--- config.mk ---
export PLATFORM = sky130hd
export DESIGN_NAME = dmem_arbiter_flat
export DESIGN_NICKNAME = d
export VERILOG_FILES = /design/src/rtl/dmem_arbiter_pkg.sv /design/src/rtl/dmem_arbiter_if.sv /design/src/rtl/dmem_arbiter_rr_arb2.sv /design/src/rtl/dmem_arbiter.sv /design/src/flat_wrapper.sv
export SDC_FILE = /design/constraint.sdc
export NUM_CORES = 1
export LEC_CHECK = 0
export CAP_MARGIN = 10
export CORE_UTILIZATION = 48
export DETAILED_ROUTE_END_ITERATION = 8
export PLACE_DENSITY = 0.95
export RECOVER_POWER = 100
export SLEW_MARGIN = 25
export SYNTH_ARGS = -nofsm -noshare
export SYNTH_HDL_FRONTEND = slang
export SYNTH_HIERARCHICAL = 1
export SYNTH_SLANG_ARGS = --single-unit
--- constraint.sdc ---
create_clock -name clk -period 5.6 [get_ports clk]
set_clock_uncertainty 0.2 [all_clocks]
set_input_delay 0.56 -clock clk [delete_from_list [all_inputs] [get_ports clk]]
set_output_delay 0.56 -clock clk [all_outputs]
set_load 0.1 [all_outputs]
--- src/rtl/dmem_arbiter_pkg.sv ---
`default_nettype none
// ============================================================================
//  Module      : dmem_arb_pkg
//  Description : Shared types and constants for the data-memory arbiter.
//  Revision    : 1.0 - initial release
// ============================================================================
package dmem_arb_pkg;

    typedef enum logic [1:0] {
        IDLE   = 2'd0,
        BURST1 = 2'd1,
        LOCK0  = 2'd2
    } state_t;

    localparam logic GNT_M0       = 1'b0;
    localparam logic GNT_M1       = 1'b1;
    localparam int   STARVE_LIMIT = 2;

endpackage
`default_nettype wire

--- src/rtl/dmem_arbiter_if.sv ---
`default_nettype none
// ============================================================================
//  Module      : dmem_arbiter_if
//  Description : One requester port of the data-memory arbiter.
//  Revision    : 1.0 - initial release
// ============================================================================
interface dmem_arbiter_if #(
    parameter int DW   = 32,
    parameter int AW   = 32,
    parameter int LENW = 2
) ();
    logic            req;
    logic            we;
    logic [AW-1:0]   addr;
    logic [DW-1:0]   wdata;
    logic [LENW-1:0] len;
    logic            ready;
    logic            rvalid;
    logic [DW-1:0]   rdata;

    modport master (
        output req, we, addr, wdata, len,
        input  ready, rvalid, rdata
    );

    modport slave (
        input  req, we, addr, wdata, len,
        output ready, rvalid, rdata
    );
endinterface
`default_nettype wire

--- src/rtl/dmem_arbiter_rr_arb2.sv ---
`default_nettype none
// ============================================================================
//  Module      : rr_arb2
//  Description : Two-way round-robin picker; a tie goes to the port not
//                granted last.
//  Revision    : 1.0 - initial release
// ============================================================================
module rr_arb2
    import dmem_arb_pkg::*;
(
    input  wire logic [1:0] req,
    input  wire logic       last,
    output logic      [1:0] gnt
);
    logic w_last_m1;

    assign w_last_m1 = (last == GNT_M1);
    assign gnt[0]    = req[0] & (~req[1] |  w_last_m1);
    assign gnt[1]    = req[1] & (~req[0] | ~w_last_m1);
endmodule
`default_nettype wire

--- src/rtl/dmem_arbiter.sv ---
`default_nettype none
// ============================================================================
//  Module      : dmem_arbiter
//  Description : Shares a single-port data memory between the MEM stage
//                (m0) and a burst-capable debug/loader port (m1).
//  Revision    : 1.0 - initial release
// ============================================================================
module dmem_arbiter
    import dmem_arb_pkg::*;
#(
    parameter int DW   = 32,
    parameter int AW   = 32,
    parameter int LENW = 2
) (
    input  wire logic          clk,
    input  wire logic          rst_n,
    dmem_arbiter_if.slave      m0,
    dmem_arbiter_if.slave      m1,
    output logic               mem_we,
    output logic [AW-1:0]      mem_addr,
    output logic [DW-1:0]      mem_wdata,
    input  wire logic [DW-1:0] mem_rdata
);
    localparam logic [1:0] c_starve_limit = 2'(STARVE_LIMIT);

    state_t          r_state;
    logic [LENW-1:0] r_beat_cnt;
    logic [AW-1:0]   r_burst_addr;
    logic            r_burst_we;
    logic            r_last_gnt;
    logic [1:0]      r_refuse_cnt;
    logic [AW-1:0]   r_mem_addr;
    logic [DW-1:0]   r_mem_wdata;
    logic            r_m0_rvalid, r_m1_rvalid;
    logic [DW-1:0]   r_m0_rdata,  r_m1_rdata;

    logic [1:0]      w_rr_gnt;
    logic            w_m0_ready, w_m1_ready;
    logic            w_acc0, w_acc1, w_acc;
    logic            w_sel_we;
    logic [AW-1:0]   w_sel_addr, w_sel_addr_al;
    logic [DW-1:0]   w_sel_wdata;
    logic            w_burst_start;
    logic [1:0]      w_refuse_nxt;
    logic            w_unused_m0_len;

    assign w_unused_m0_len = ^m0.len;

    rr_arb2 u_rr_arb2 (
        .req  ({m1.req, m0.req}),
        .last (r_last_gnt),
        .gnt  (w_rr_gnt)
    );

    // Ready is forced low while reset is asserted so no beat can slip through.
    always_comb begin
        w_m0_ready = 1'b0;
        w_m1_ready = 1'b0;
        if (rst_n) begin
            case (r_state)
                IDLE: begin
                    w_m0_ready = w_rr_gnt[0];
                    w_m1_ready = w_rr_gnt[1];
                end
                BURST1:  w_m1_ready = m1.req;
                LOCK0:   w_m0_ready = m0.req;
                default: ;
            endcase
        end
    end

    assign w_acc0        = m0.req & w_m0_ready;
    assign w_acc1        = m1.req & w_m1_ready;
    assign w_acc         = w_acc0 | w_acc1;
    assign w_sel_we      = w_acc0 ? m0.we   : ((r_state == BURST1) ? r_burst_we   : m1.we);
    assign w_sel_addr    = w_acc0 ? m0.addr : ((r_state == BURST1) ? r_burst_addr : m1.addr);
    assign w_sel_addr_al = w_sel_addr & ~AW'(3);
    assign w_sel_wdata   = w_acc0 ? m0.wdata : m1.wdata;
    assign w_burst_start = (r_state == IDLE) & w_acc1 & (m1.len != '0);

    always_comb begin
        w_refuse_nxt = 2'd0;
        if (m0.req && !w_m0_ready) begin
            w_refuse_nxt = (r_refuse_cnt == c_starve_limit) ? r_refuse_cnt : r_refuse_cnt + 2'd1;
        end
    end

    assign mem_we    = w_acc & w_sel_we;
    assign mem_addr  = w_acc ? w_sel_addr_al : r_mem_addr;
    assign mem_wdata = w_acc ? w_sel_wdata   : r_mem_wdata;

    assign m0.ready  = w_m0_ready;
    assign m1.ready  = w_m1_ready;
    assign m0.rvalid = r_m0_rvalid;
    assign m1.rvalid = r_m1_rvalid;
    assign m0.rdata  = r_m0_rdata;
    assign m1.rdata  = r_m1_rdata;

    always_ff @(posedge clk or negedge rst_n) begin
        if (!rst_n) begin
            r_state      <= IDLE;
            r_beat_cnt   <= '0;
            r_burst_addr <= '0;
            r_burst_we   <= 1'b0;
            r_last_gnt   <= GNT_M1;
            r_refuse_cnt <= 2'd0;
            r_mem_addr   <= '0;
            r_mem_wdata  <= '0;
            r_m0_rvalid  <= 1'b0;
            r_m1_rvalid  <= 1'b0;
            r_m0_rdata   <= '0;
            r_m1_rdata   <= '0;
        end else begin
            r_refuse_cnt <= w_refuse_nxt;
            r_m0_rvalid  <= w_acc0 & ~w_sel_we;
            r_m1_rvalid  <= w_acc1 & ~w_sel_we;
            if (w_acc0 && !w_sel_we) r_m0_rdata <= mem_rdata;
            if (w_acc1 && !w_sel_we) r_m1_rdata <= mem_rdata;
            if (w_acc) begin
                r_mem_addr  <= w_sel_addr_al;
                r_mem_wdata <= w_sel_wdata;
            end

            case (r_state)
                IDLE: begin
                    if (w_acc0) r_last_gnt <= GNT_M0;
                    if (w_acc1) r_last_gnt <= GNT_M1;
                    if (w_burst_start) begin
                        r_beat_cnt   <= m1.len;
                        r_burst_addr <= m1.addr + AW'(4);
                        r_burst_we   <= m1.we;
                        r_state      <= BURST1;
                    end else if (w_refuse_nxt >= c_starve_limit) begin
                        r_state <= LOCK0;
                    end
                end
                BURST1: begin
                    if (w_acc1) begin
                        r_burst_addr <= r_burst_addr + AW'(4);
                        r_beat_cnt   <= r_beat_cnt - LENW'(1);
                        if (r_beat_cnt == LENW'(1)) begin
                            r_last_gnt <= GNT_M1;
                            r_state    <= IDLE;
                        end
                    end
                end
                LOCK0: begin
                    if (w_acc0) begin
                        r_last_gnt <= GNT_M0;
                        r_state    <= IDLE;
                    end
                end
                default: r_state <= IDLE;
            endcase
        end
    end
endmodule
`default_nettype wire

--- src/flat_wrapper.sv ---
// flat-port wrapper written by rule: the top's interface ports become plain ports
module dmem_arbiter_flat import dmem_arb_pkg::*;
#(
    parameter int DW   = 32,
    parameter int AW   = 32,
    parameter int LENW = 2
)
  (clk, rst_n, mem_we, mem_addr, mem_wdata, mem_rdata, m0_req, m0_we, m0_addr, m0_wdata, m0_len, m0_ready, m0_rvalid, m0_rdata, m1_req, m1_we, m1_addr, m1_wdata, m1_len, m1_ready, m1_rvalid, m1_rdata);
  dmem_arbiter_if #(.DW(DW), .AW(AW), .LENW(LENW)) m0_i ();
  dmem_arbiter_if #(.DW(DW), .AW(AW), .LENW(LENW)) m1_i ();
  input  wire logic clk;
  input  wire logic rst_n;
  output logic mem_we;
  output logic [AW-1:0] mem_addr;
  output logic [DW-1:0] mem_wdata;
  input  wire logic [DW-1:0] mem_rdata;
  input wire logic [$bits(m0_i.req)-1:0] m0_req;
  input wire logic [$bits(m0_i.we)-1:0] m0_we;
  input wire logic [$bits(m0_i.addr)-1:0] m0_addr;
  input wire logic [$bits(m0_i.wdata)-1:0] m0_wdata;
  input wire logic [$bits(m0_i.len)-1:0] m0_len;
  output wire logic [$bits(m0_i.ready)-1:0] m0_ready;
  output wire logic [$bits(m0_i.rvalid)-1:0] m0_rvalid;
  output wire logic [$bits(m0_i.rdata)-1:0] m0_rdata;
  input wire logic [$bits(m1_i.req)-1:0] m1_req;
  input wire logic [$bits(m1_i.we)-1:0] m1_we;
  input wire logic [$bits(m1_i.addr)-1:0] m1_addr;
  input wire logic [$bits(m1_i.wdata)-1:0] m1_wdata;
  input wire logic [$bits(m1_i.len)-1:0] m1_len;
  output wire logic [$bits(m1_i.ready)-1:0] m1_ready;
  output wire logic [$bits(m1_i.rvalid)-1:0] m1_rvalid;
  output wire logic [$bits(m1_i.rdata)-1:0] m1_rdata;
  assign m0_i.req = m0_req;
  assign m0_i.we = m0_we;
  assign m0_i.addr = m0_addr;
  assign m0_i.wdata = m0_wdata;
  assign m0_i.len = m0_len;
  assign m0_ready = m0_i.ready;
  assign m0_rvalid = m0_i.rvalid;
  assign m0_rdata = m0_i.rdata;
  assign m1_i.req = m1_req;
  assign m1_i.we = m1_we;
  assign m1_i.addr = m1_addr;
  assign m1_i.wdata = m1_wdata;
  assign m1_i.len = m1_len;
  assign m1_ready = m1_i.ready;
  assign m1_rvalid = m1_i.rvalid;
  assign m1_rdata = m1_i.rdata;
  dmem_arbiter #(.DW(DW), .AW(AW), .LENW(LENW)) u_core (.clk(clk), .rst_n(rst_n), .m0(m0_i), .m1(m1_i), .mem_we(mem_we), .mem_addr(mem_addr), .mem_wdata(mem_wdata), .mem_rdata(mem_rdata));
endmodule
==> metrics.log <==
[metrics] post-synthesis sequential area ratio: 51.8%
[metrics] final hold viol count: 0
[metrics] fmax: 0.200 GHz
[metrics] CTS clk-pin slew, worst paths: 0.07 ns
[metrics] Vert. Die Dim: 132 um
[metrics] most frequent cells after synthesis: 167 x dfrtp_1, 129 x nand2_1, 108 x o21ai_0
[metrics] synthesized netlist cell count: 750
[metrics] WL final: 23100 um
[metrics] later-pin clock latency in the skew report: 0.43 ns
[metrics] EDFF count, synth: 0
[metrics] antenna violations before repair: 3
[metrics] Netlist cell types: 52
[metrics] horizontal die dimension: 132 um
[metrics] buffers added on ports: 296
[metrics] total of max-cap violations: 3
[metrics] drt first pass iters: 5
[metrics] Slew HR: -29.2%
[metrics] Synth warnings: 6
[metrics] routed vias/inst: 5.44
[metrics] post-detailed-route wirelength per cell: 18.2 um
[metrics] via count of the first global-routing pass: 7133
[metrics] area of the die: 17400 um^2
[metrics] area share of the largest cell type after synthesis: 51.5%
[metrics] Final Critical Period: 5.00 ns
[metrics] number of nets with antenna violations after detailed routing: 0
[metrics] nets@finish: 1211
[metrics] vias after detailed routing: 6888
[metrics] clk root buf: clkbuf_16
[metrics] post-synthesis cell type with the largest combined area: dfrtp_1
[metrics] leading cell types by total area after synthesis: dfrtp_1 52%, mux2_2 10%, mux2i_1 8.0%
[metrics] library cell contributing the largest single delay on the critical path: clkbuf_1
[metrics] number of placement rows: 47
[metrics] final count of pins violating max slew: 135
[metrics] run status: finished, violations left
[metrics] area of the mapped netlist: 8110 um^2
[metrics] maximum number of pins on one net before global-route repair: 68
[metrics] number of cells on the critical path: 8
[metrics] number of gates resized after CTS: 0
[metrics] final core utilization: 70.1%
[metrics] Largest stage delay, worst path: 0.93 ns
[metrics] DR iter-0 viols: 318
[metrics] RSZ-0062 raised after global routing: false
[metrics] worst path bufs/invs: 4
[metrics] effective utilization at floorplan: 49.1%
[metrics] placed wire-length estimate after detailed placement: 16900 um
[metrics] Core Box Area: 16500 um^2
[metrics] global-route wire length before repair: 37000 um
[metrics] number of hold buffers added after CTS: 1
[metrics] Final Instance Count excl. Fillers: 1267
[metrics] cells traversed along the worst timing path: dlygate4sd3_1 -> buf_6 -> o211ai_1 -> or2_2 -> buf_4 -> mux2i_1 -> o21ai_0 -> clkbuf_1
[metrics] share of the clock period used by the worst path: 89.4%
[metrics] largest fanout of any net on the critical path: 67
[metrics] number of DRC violations after detailed routing: 0
[metrics] library cell with the highest instance count after synthesis: dfrtp_1
[metrics] arrival time at the worst endpoint: 4.24 ns
[metrics] depth of the most critical reg-to-reg path: 8
[metrics] number of buffers on the longest clock path: 2
[metrics] CP Data Required Time: 4.84 ns
[metrics] startpoint-to-endpoint class of the critical path: input pin to primary output
[metrics] Hold Path Stages: 2
[metrics] number of flip-flops and latches in the synthesized netlist: 168
[metrics] H-tree levels: 4
[metrics] Setup crit start kind: input pin
[metrics] Mapped Nets: 929
[metrics] ratio of cells with drive above 1 in the final layout: 17.6%
[metrics] most common flop cell mapped by yosys: dfrtp_1
[metrics] cell total after placement: 1232
[metrics] total setup buffers inserted after CTS: 0
[metrics] measured slew at the worst slew-check pin: 1.94 ns
[metrics] top cell family by delay on the critical path: buffers and inverters
[metrics] Layout area overhead: 42.8%
[metrics] total track usage: 27.2%
[metrics] num ports: 303
[metrics] TritonCTS clock tree: done
[metrics] aggregate global routing overflow: 0
[metrics] weighted congestion reported at the end of routability-driven placement: 0.832
[metrics] proportion of register bits with asynchronous set or reset after synthesis: 100%
[metrics] final setup vio count: 0
[metrics] type of the tightest min-delay check: flop to flop
[metrics] CTS sink count: 168
[metrics] clock buffer count from CTS: 17
[metrics] sum of negative setup slack: 0 ns
[metrics] Syn Area/Cell: 10.8 um^2
[metrics] violations in the final reports: capacitance limit, slew limit
[metrics] crit end category: primary output
[cells in the final DEF, fill, tap and decap left out, types with 5 or more instances in the layout]
| master | netlist | routed |
|---|---|---|
| clkdlybuf4s50_1 | 0 | 163 |
| nor4_1 | 5 | 5 |
| mux2_2 | 73 | 70 |
| nand4b_1 | 5 | 5 |
| inv_1 | 12 | 12 |
| nand2_1 | 129 | 129 |
| o21ai_0 | 108 | 108 |
| xnor2_1 | 10 | 10 |
| nand4_1 | 6 | 6 |
| a21oi_1 | 7 | 7 |
| o21a_1 | 6 | 6 |
| clkbuf_2 | 0 | 40 |
| o31ai_1 | 13 | 13 |
| ha_1 | 9 | 9 |
| nor2_1 | 9 | 7 |
| nand3_1 | 12 | 12 |
| inv_8 | 0 | 5 |
| dfrtp_1 | 167 | 167 |
| o31a_1 | 7 | 7 |
| clkinv_8 | 0 | 5 |
| dlygate4sd3_1 | 0 | 68 |
| clkbuf_16 | 0 | 17 |
| clkbuf_1 | 27 | 13 |
| nor3_1 | 6 | 6 |
| mux2i_1 | 65 | 65 |
| buf_4 | 2 | 21 |
[per-layer routing]
metal,vias to the layer above,GRT usage (%),wire (um)
li1,3239,-,-
met1,3350,31.2,8870
met2,250,47.2,11800
met3,49,7.77,1570
met4,0,12.5,836
met5,-,0,0
[per-stage QoR]
step                setup slack, ns  hold WS, ns  area, um^2
floorplan                     0.804       0.0644        8110
finish                        0.595        0.281       11600
CTS                           0.976        0.286       11700
global placement               1.57        0.260       11100
detailed placement             1.50        0.270       11100
global route                  0.390        0.314       11600
[flip-flops by register name, indices dropped and copies added (netlist names)]
register and flops:
u_core/r_mem_wdata 32, u_core/m0.rvalid 1, u_core/m1.rvalid 1, u_core/r_burst_we 1, u_core/r_state 2, u_core/r_mem_addr 32, u_core/r_beat_cnt 2, u_core/m1.rdata 32
u_core/r_burst_addr 30, u_core/m0.rdata 32, u_core/r_last_gnt 1, u_core/r_refuse_cnt 2
[area by class of cell]
| type | count | area, um^2 |
|---|---|---|
| flip-flops and latches | 168 | 4210 |
| inverters | 12 | 45.0 |
| multi-input cells | 525 | 3680 |
| diodes | 2 | 5.00 |
| clock buffers | 17 | 425 |
| fillers | 1195 | 4940 |
| well taps | 220 | 275 |
| repair buffers | 308 | 2770 |
| clock inverters | 15 | 179 |
[final timing paths]
kind,startpoint,to,slack [ns]
max in group asynchronous,rst_n,u_core/r_mem_addr[24],2.66
hold / removal,u_core/r_beat_cnt[1],u_core/r_beat_cnt[1],0.28
setup / recovery,rst_n,mem_wdata[10],0.60
hold reg to reg,u_core/r_beat_cnt[1],u_core/r_beat_cnt[1],0.28
setup reg to reg,u_core/r_state[1],u_core/m1.rdata[29],0.94
min in group asynchronous,rst_n,u_core/r_burst_addr[7],0.49
[cell families after synthesis]
logic type | share of synthesized area [%]
xor gates and xnor gates | 1.51
buffers and inverters | 3.10
adders and majority gates | 1.39
muxes | 18.2
DFF | 51.8
AOI/OAI and AO/OA | 12.3
and+or+nand+nor | 11.7
[tightest hold or removal path: cells and delay by family, from the launching register on]
kind	cells	cell delay, ns
DFF	1	0.34
AOI/OAI and AO/OA	1	0.06
and+or+nand+nor	1	0.05
Power is left out: the tool's default activity adds up to more than one toggle a clock period on the data nets, which glitch-free logic cannot reach.
